===== src/rtl/calc_pkg.sv =====
// Shared state codes, key indices and event encoding for the keypad sequencing
// controller of the single-digit BCD calculator.
package calc_pkg;

  typedef enum logic [2:0] {
    IDLE   = 3'd0,
    GOT_A  = 3'd1,
    GOT_OP = 3'd2,
    GOT_B  = 3'd3,
    SHOW   = 3'd4
  } state_t;

  // For EVT_OP the event code carries the operation: 0 = add, 1 = subtract.
  typedef enum logic [1:0] {
    EVT_DIGIT = 2'd0,
    EVT_OP    = 2'd1,
    EVT_EQUAL = 2'd2,
    EVT_CLEAR = 2'd3
  } evt_kind_t;

  localparam int unsigned KEY_CLEAR      = 13;
  localparam int unsigned KEY_EQUAL      = 12;
  localparam int unsigned KEY_SUB        = 11;
  localparam int unsigned KEY_ADD        = 10;
  localparam int unsigned NUM_KEYS       = 14;
  localparam int unsigned DEB_CYCLES_DEF = 4;

  function automatic logic [3:0] key_count(input logic [NUM_KEYS-1:0] v);
    logic [3:0] n;
    n = '0;
    for (int unsigned i = 0; i < NUM_KEYS; i++) n = n + {3'b000, v[i]};
    return n;
  endfunction

endpackage


===== src/rtl/key_debounce_v.sv =====
// Two-flop synchroniser, stability counter and one-shot event decoder for the
// 14-bit key vector; emits one event (or one error) per accepted press.
module key_debounce_v
  import calc_pkg::*;
#(
  parameter int unsigned DEB_CYCLES = DEB_CYCLES_DEF
) (
  input  logic                clk,
  input  logic                rst,
  input  logic [NUM_KEYS-1:0] raw_keys,
  output logic                evt_valid,
  output logic [3:0]          evt_code,
  output logic [1:0]          evt_kind,
  output logic                evt_err
);

  localparam logic [7:0] STABLE_MAX = 8'(DEB_CYCLES - 1);

  logic [NUM_KEYS-1:0] sync1, sync2;
  logic [7:0]          cnt;
  logic                armed;
  logic                stable;
  logic [3:0]          n_set;
  logic [3:0]          hot_idx;

  always_comb begin
    stable  = (cnt == STABLE_MAX);
    n_set   = key_count(sync2);
    hot_idx = '0;
    for (int unsigned i = 0; i < NUM_KEYS; i++)
      if (sync2[i]) hot_idx = 4'(i);
  end

  // cnt saturates once sync2 has been held for DEB_CYCLES edges, so an armed
  // debouncer fires exactly once per stable non-zero vector.
  always_ff @(posedge clk or posedge rst) begin
    if (rst) begin
      sync1     <= '0;
      sync2     <= '0;
      cnt       <= '0;
      armed     <= 1'b0;
      evt_valid <= 1'b0;
      evt_code  <= '0;
      evt_kind  <= '0;
      evt_err   <= 1'b0;
    end else begin
      sync1     <= raw_keys;
      sync2     <= sync1;
      evt_valid <= 1'b0;
      evt_err   <= 1'b0;
      if (sync1 != sync2)
        cnt <= '0;
      else if (!stable)
        cnt <= cnt + 8'd1;

      if (stable) begin
        if (sync2 == '0) begin
          armed <= 1'b1;
        end else if (armed) begin
          armed <= 1'b0;
          if (sync2[KEY_CLEAR]) begin
            evt_valid <= 1'b1;
            evt_kind  <= EVT_CLEAR;
            evt_code  <= '0;
          end else if (n_set == 4'd1) begin
            evt_valid <= 1'b1;
            if (hot_idx < 4'd10) begin
              evt_kind <= EVT_DIGIT;
              evt_code <= hot_idx;
            end else if (hot_idx == 4'(KEY_EQUAL)) begin
              evt_kind <= EVT_EQUAL;
              evt_code <= '0;
            end else begin
              evt_kind <= EVT_OP;
              evt_code <= (hot_idx == 4'(KEY_SUB)) ? 4'd1 : 4'd0;
            end
          end else begin
            evt_err <= 1'b1;
          end
        end
      end
    end
  end

endmodule


===== src/rtl/calc_seq_ctrl_v.sv =====
// Entry state machine for the BCD add/subtract calculator: turns debounced key
// events into registered load/clear strobes, digit code and operation select.
module calc_seq_ctrl_v
  import calc_pkg::*;
#(
  parameter int unsigned DEB_CYCLES = DEB_CYCLES_DEF
) (
  input  logic       CLK,
  input  logic       RST,
  input  logic [9:0] DIGn,
  input  logic       OP_ADD,
  input  logic       OP_SUB,
  input  logic       EQUAL,
  input  logic       CLEAR,
  output logic [3:0] DIGIT,
  output logic       LD_A,
  output logic       LD_B,
  output logic       LD_R,
  output logic       CLR,
  output logic       ADDN_SUB,
  output logic [2:0] STATE,
  output logic       ERR
);

  state_t              state;
  logic [NUM_KEYS-1:0] raw_keys;
  logic                evt_valid;
  logic [3:0]          evt_code;
  logic [1:0]          evt_kind;
  logic                evt_err;

  assign raw_keys = {CLEAR, EQUAL, OP_SUB, OP_ADD, ~DIGn};
  assign STATE    = state;

  key_debounce_v #(.DEB_CYCLES(DEB_CYCLES)) u_deb (
    .clk      (CLK),
    .rst      (RST),
    .raw_keys (raw_keys),
    .evt_valid(evt_valid),
    .evt_code (evt_code),
    .evt_kind (evt_kind),
    .evt_err  (evt_err)
  );

  always_ff @(posedge CLK or posedge RST) begin
    if (RST) begin
      state    <= IDLE;
      DIGIT    <= '0;
      LD_A     <= 1'b0;
      LD_B     <= 1'b0;
      LD_R     <= 1'b0;
      CLR      <= 1'b0;
      ADDN_SUB <= 1'b0;
      ERR      <= 1'b0;
    end else begin
      LD_A <= 1'b0;
      LD_B <= 1'b0;
      LD_R <= 1'b0;
      CLR  <= 1'b0;
      ERR  <= evt_err;
      if (evt_valid) begin
        if (evt_kind == EVT_CLEAR) begin
          CLR      <= 1'b1;
          ADDN_SUB <= 1'b0;
          state    <= IDLE;
        end else begin
          case (state)
            IDLE: begin
              if (evt_kind == EVT_DIGIT) begin
                DIGIT <= evt_code;
                LD_A  <= 1'b1;
                state <= GOT_A;
              end
            end
            GOT_A: begin
              if (evt_kind == EVT_DIGIT) begin
                DIGIT <= evt_code;
                LD_A  <= 1'b1;
              end else if (evt_kind == EVT_OP) begin
                ADDN_SUB <= evt_code[0];
                state    <= GOT_OP;
              end
            end
            GOT_OP: begin
              if (evt_kind == EVT_DIGIT) begin
                DIGIT <= evt_code;
                LD_B  <= 1'b1;
                state <= GOT_B;
              end else if (evt_kind == EVT_OP) begin
                ADDN_SUB <= evt_code[0];
              end
            end
            GOT_B: begin
              if (evt_kind == EVT_DIGIT) begin
                DIGIT <= evt_code;
                LD_B  <= 1'b1;
              end else if (evt_kind == EVT_OP) begin
                ADDN_SUB <= evt_code[0];
              end else if (evt_kind == EVT_EQUAL) begin
                LD_R  <= 1'b1;
                state <= SHOW;
              end
            end
            SHOW: begin
              // A new digit starts a fresh calculation; the datapath applies
              // CLR before the coincident LD_A.
              if (evt_kind == EVT_EQUAL) begin
                LD_R <= 1'b1;
              end else if (evt_kind == EVT_DIGIT) begin
                DIGIT <= evt_code;
                CLR   <= 1'b1;
                LD_A  <= 1'b1;
                state <= GOT_A;
              end
            end
            default: state <= IDLE;
          endcase
        end
      end
    end
  end

endmodule


===== config.mk =====
export PLATFORM = sky130hd
export DESIGN_NAME = calc_seq_ctrl_v
export DESIGN_NICKNAME = d
export VERILOG_FILES = /design/src/rtl/calc_pkg.sv /design/src/rtl/key_debounce_v.sv /design/src/rtl/calc_seq_ctrl_v.sv
export SDC_FILE = /design/constraint.sdc
export NUM_CORES = 1
export LEC_CHECK = 0
export CAP_MARGIN = 20
export CORE_MARGIN = 5
export CORE_UTILIZATION = 50
export CTS_BUF_LIST = sky130_fd_sc_hd__clkbuf_8
export DETAILED_ROUTE_END_ITERATION = 8
export GPL_TIMING_DRIVEN = 0
export PLACE_DENSITY = 0.79
export SYNTH_ARGS = -nofsm -noshare
export SYNTH_HDL_FRONTEND = slang
export SYNTH_SLANG_ARGS = --single-unit

===== constraint.sdc =====
create_clock -name CLK -period 12.94 [get_ports CLK]
set_input_delay 1.941 -clock CLK [delete_from_list [all_inputs] [get_ports CLK]]
set_output_delay 1.941 -clock CLK [all_outputs]
set_load 0.005 [all_outputs]

Yosys cells after proc, flatten, opt, wreduce, memory -nomap -nowiden
Index checks and enable logic that the tools add are counted.
{ "totals": {"register_bits": 58, "out_inout_bits": 13, "word_cells": 140, "input_bits": 16} }
{ "classes": {"addsub": 14, "eq_ne": 22, "n_reduce_logical": 15, "bitwise_logic": 3, "order_cmp": 1, "mux": 69} }
{ "ops": {"columns": ["operator", "n"], "rows": [
  ["4-bit by 1-bit adder with 4-bit output", 12],
  ["4-bit 2-to-1 mux", 12],
  ["3-bit 2-to-1 mux", 13],
  ["1-bit 2-to-1 mux", 32],
  ["3-bit != test (second input constant)", 7],
  ["8-bit 2-to-1 mux", 2],
  ["3-bit one-hot mux with 5 select lines", 1],
  ["14-bit zero test", 1],
  ["14-bit != test", 1],
  ["2-bit 2-to-1 mux", 6],
  ["4-bit AND reduction", 3],
  ["10-bit NOT", 1],
  ["8-bit by 1-bit adder with 8-bit output (second input constant)", 1],
  ["4-bit == test (second input constant)", 2],
  ["8-bit by 2-bit == test with 1-bit output (second input constant)", 1],
  ["4-bit one-hot mux with 2 select lines", 1],
  ["8-bit AND reduction", 1],
  ["2-bit nonzero test", 4],
  ["3-bit by 2-bit == test with 1-bit output (second input constant)", 2],
  ["2-bit != test (second input constant)", 3],
  ["2-bit == test (second input constant)", 2],
  ["4-bit by 1-bit == test with 1-bit output (second input constant)", 1],
  ["4-bit less-than comparator (second input constant)", 1],
  ["1-bit one-hot mux with 2 select lines", 2],
  ["10 further kinds", 12]
]} }

Longest topological paths before layout
{ "logic_depth": {"word_depth": 19, "mapped_depth": 17} }

Cells and area by module
Synthesis repeated with hierarchy kept, for this count alone.
{ "unflattened": {"hier_cells": 251, "area_unflattened_um2": 2884.0} }
{ "modules_own_cells": {"columns": ["mod", "seq_area_each_um2", "cells_each", "area_each_um2", "n_inst"], "rows": [
  ["key_debounce_v", 1126.1, 172, 2062.0, 1],
  ["calc_seq_ctrl_v", 325.3, 79, 822.0, 1]
]} }

Worst setup path before layout
No wires, ideal clock.
{ "synth_timing": {"path_type": "register to register", "startpoint": "reg u_deb.sync2[1]", "endpoint": "reg u_deb.evt_code[1]", "period_less_slack_ns": 4.575, "stages_incl_launch_ff": 17, "arrival_ns": 4.450, "slack_ns": 8.365, "t_required_ns": 12.815, "path_cell_list": "dfrtp_1 -> inv_1 -> ha_1 -> inv_1 -> fa_1 -> inv_1 -> fa_1 -> inv_1 -> fa_1 -> fa_1 -> fa_1 -> fa_1 -> xnor2_1 -> a211o_1 -> nand2_2 -> o21a_4 -> mux2_4"} }
{ "synth_via": {"elab_chain_len": 17, "word_cells_on_any_way": 35, "classes_between": "add/sub: 13; order compare: 1; eq/ne: 1; mux: 16; bitwise: 1; reduce/logical: 3"} }
{ "synth_rtl": {"columns": ["element", "line_no", "rtl"], "rows": [
  ["from (decl)", "key_debounce_v.sv:19", "logic [NUM_KEYS-1:0] sync1, sync2;"],
  ["from (signal assigned)", "key_debounce_v.sv:48", "sync2 <= sync1;"],
  ["parallel branches: the longest is 17 deep, another holds 4-bit by 1-bit adder with 4-bit output", null, null],
  ["to (signal assigned)", "key_debounce_v.sv:69", "evt_code <= hot_idx;"],
  ["to (signal assigned)", "key_debounce_v.sv:75", "evt_code <= (hot_idx == 4'(KEY_SUB)) ? 4'd1 : 4'd0;"],
  ["to (decl)", "key_debounce_v.sv:12", "output logic [3:0] evt_code,"]
]} }
Parallel ways; which one is timed is not known. The select of a mux whose other input is x is not followed.
A chain may end at the register's enable or synchronous reset.

Final worst setup path
{ "layout_timing": {"startpoint": "reg u_deb.sync2[1]", "endpoint": "reg u_deb.evt_code[2]"} }
The elaborated chain is that of the path after synthesis.

==> results.toml <==
[yosys]
synth_edf_count = 0
synth_warnings = 0
synth_area_leaders = "dfrtp_1 49%, ha_1 6.4%, fa_1 5.5%"
synth_nets = 300
synthDistinctLibCells = 53
ys_ff_latch = 58
yosysSeqAreaShare_pct = 49.49
synth_top_area_share_pct = 49.49
synth_top_area_cell = "dfrtp_1"
synth_flop_cell = "dfrtp_1"
synth_area_um2 = 2933
synthCells = 261
async_flop_share_pct = 100.0
avgSynthCellArea_um2 = 11.24

[detailed_routing]
vias = 1995
drc = 0
postRouteAntennaNets = 0
via_per_inst = 5.278
wl_per_cell_um = 14.47
wirelength_um = 5470
drt_first_pass_iters = 5
drt_iter0_drc = 109

[clock_tree]
cts_setup_buffers = 0
cts.sinks = 58
clk_pin_slew_worst_paths_ps = 70
cts_buffers = 9
cts_tree = "yes"
root_buffer = "clkbuf_8"
clk_latency_ps = 340
cts.repair.resized = 0
clockBufferDepth = 2
htreeDepth = 3
cts_hold_buf = 0

[worst_setup_path]
slowest_stage = "fa_1"
crit_fanout = 7
crit_family = "adder cells"
cp-start-kind = "flip-flop"
crit_top_cell = "fa_1"
path_depth = 16
arrival_ps = 5080
slowest_delay_ps = 520
reg2reg_depth = 16
crit_required_ps = 13160
worst_setup_path_end_kind = "flip-flop"
worstPathCellList = "inv_1 > ha_1 > inv_1 > fa_1 > inv_1 > fa_1 > inv_1 > fa_1 > fa_1 > fa_1 > fa_1 > nor3b_1 > nand4_1 > nand2_2 > o21a_4 > mux2_4"
path_buf_inv = 4
path_class = "flip-flop to flip-flop"

[global_route]
grt_max_degree = 46
use_met1_pct = 20.26
top_usage_layer = "met2"
met2_usage_pct = 28.16
grt_pass1_vias = 2092
grt_pass1_wl_um = 9653
gr-usage-met3_pct = 4.278
grt_use_total_pct = 16.72
antenna_found_initial = 0
gr-total-overflow = 0

[layout]
final_common_cell = "dfrtp_1"
final_cells = 378
nFillCells = 462
mostFrequentLayoutCells = "58 x dfrtp_1, 34 x inv_1, 28 x clkdlybuf4s50_1"
drive_above_1_share_pct = 11.76
area_growth_pct = 20.78
nets = 340
final_util_pct = 63.16
num_antenna_cells = 0

[timing]
tns_ps = 0
min_period_over_period_pct = 37.55
finalClockSkew_ps = 9.281
period_minus_slack_ps = 4859
max_freq_ghz = 0.2058
final-max-slew-violation-count = 0
setup_viol = 0
finalHoldViolations = 0
rsz0062_at_grt = "no"
worst_pin_slew_ps = 395.6
relSlewSlack_pct = 73.63

[floorplanning]
io-pin-count = 29
die_h_um = 86.59
initial_core_util_pct = 52.30
die_width_um = 86.59
core_area_um2 = 5608
rows = 27
die_area_um2 = 7497

[power]
power.leakage_nw = 1.607
powerDensity_nw_per_um2 = 128.0
power.net_switching_uw = 120.2
p_int_uw = 333.1
clockPowerShare_pct = 41.1
swShare_pct = 26.52
seqPwrFrac_pct = 42.3
p_comb_share_pct = 16.6
ir_drop_mv = 0.07969

[run_status]
outcome = "completed"

[min_path]
hold_path_class = "flip-flop to flip-flop"
holdPathStages = 0

[placed_design]
dp_cells = 362
hpwl_um = 3985
finalWeightedCongestion = 0.8455
portBuffers = 28

[flow_run]
cap_violations = 0
## worst register-to-register path, cell delays in order, from the launching register on
cell and delay [ps]:
dfrtp_1 430, inv_1 70, ha_1 270, inv_1 50
fa_1 470, inv_1 50, fa_1 490, inv_1 50
fa_1 490, fa_1 420, fa_1 420, fa_1 520
nor3b_1 200, nand4_1 170, nand2_2 190, o21a_4 180
mux2_4 300
## cell families after synthesis
family                     count (synthesis)  synth area share (%)
buffers and inverters                     39                 5.333
adders and majority gates                 23                 11.86
muxes                                      6                 2.517
xor gates and xnor gates                  22                 6.570
and+or+nand+nor                           77                 15.44
DFF                                       58                 49.49
AOI/OAI and AO/OA                         36                 8.788
## cell usage after synthesis, types with 3 or more instances
cell / instances
nand3b_1: 3
nand2b_1: 4
xnor2_1: 8
dfrtp_1: 58
nand3_1: 7
a21oi_1: 9
nor3_1: 6
mux2_2: 3
fa_1: 8
ha_1: 15
o21ai_0: 6
nand4_1: 6
inv_1: 34
nor2_1: 15
nor2b_1: 4
xor2_1: 14
o21ai_1: 3
nand2_1: 15
## area by class of cell
| type | instances | area, um^2 | share of cell area [%] |
|---|---|---|---|
| Sequential cell | 58 | 1451 | 40.97 |
| Multi-Input combinational cell | 164 | 1325 | 37.41 |
| Timing Repair Buffer | 29 | 300.3 | 8.478 |
| Clock buffer | 10 | 137.6 | 3.886 |
| Inverter | 34 | 127.6 | 3.603 |
| Tap cell | 72 | 90.09 | 2.543 |
| Clock inverter | 6 | 81.33 | 2.296 |
| Buffer | 5 | 28.78 | 0.8124 |
## metrics by stage
step / setup WS, ps / cell area, um^2 / hold slack, ps / power (mW)
floorplan: 8365 / 2933 / 331.2 / 0.2500
global placement: 8188 / 3303 / 333.0 / 0.2640
detailed placement: 8073 / 3323 / 337.9 / 0.2714
CTS: 8063 / 3542 / 357.3 / 0.4578
global route: 7804 / 3542 / 380.3 / 0.4766
finish: 8081 / 3542 / 356.8 / 0.4533
## power groups by stage
| stage | registers [mW] | logic (mW) | clock network [mW] |
|---|---|---|---|
| finish | 0.192 | 0.0751 | 0.186 |
| CTS | 0.192 | 0.0765 | 0.190 |
| detailed placement | 0.195 | 0.0763 | 0 |
| floorplan | 0.194 | 0.0565 | 0 |
| global placement | 0.195 | 0.0693 | 0 |
| global route | 0.192 | 0.0868 | 0.197 |
## metal layers
layer | vias up | part of all wire [%] | wire length, um
met5 | - | 0 | 0
met4 | 0 | 2.1 | 117
met3 | 13 | 4.7 | 255
met2 | 36 | 51 | 2763
met1 | 988 | 43 | 2334
li1 | 958 | - | -
## flip-flops by register name (all words and copies together), names as in the netlist
name,cells
u_deb.armed,1
ADDN_SUB,1
u_deb.evt_valid,1
DIGIT,4
ERR,1
u_deb.sync2,14
LD_B,1
u_deb.cnt,8
u_deb.evt_kind,2
CLR,1
LD_A,1
u_deb.evt_err,1
LD_R,1
STATE,3
u_deb.sync1,14
u_deb.evt_code,4
## path summary, 6_finish.rpt
| check | start | endpoint | slack (ps) |
|---|---|---|---|
| max reg2reg | u_deb.sync2[1] | u_deb.evt_code[2] | 8080 |
| max | u_deb.sync2[1] | u_deb.evt_code[2] | 8080 |
| min reg2reg | u_deb.evt_err | ERR | 360 |
| max in group asynchronous | RST | u_deb.sync1[4] | 10540 |
| min in group asynchronous | RST | LD_A | 1870 |
| min | u_deb.evt_err | ERR | 360 |
Power figures use the tool's default switching activity.
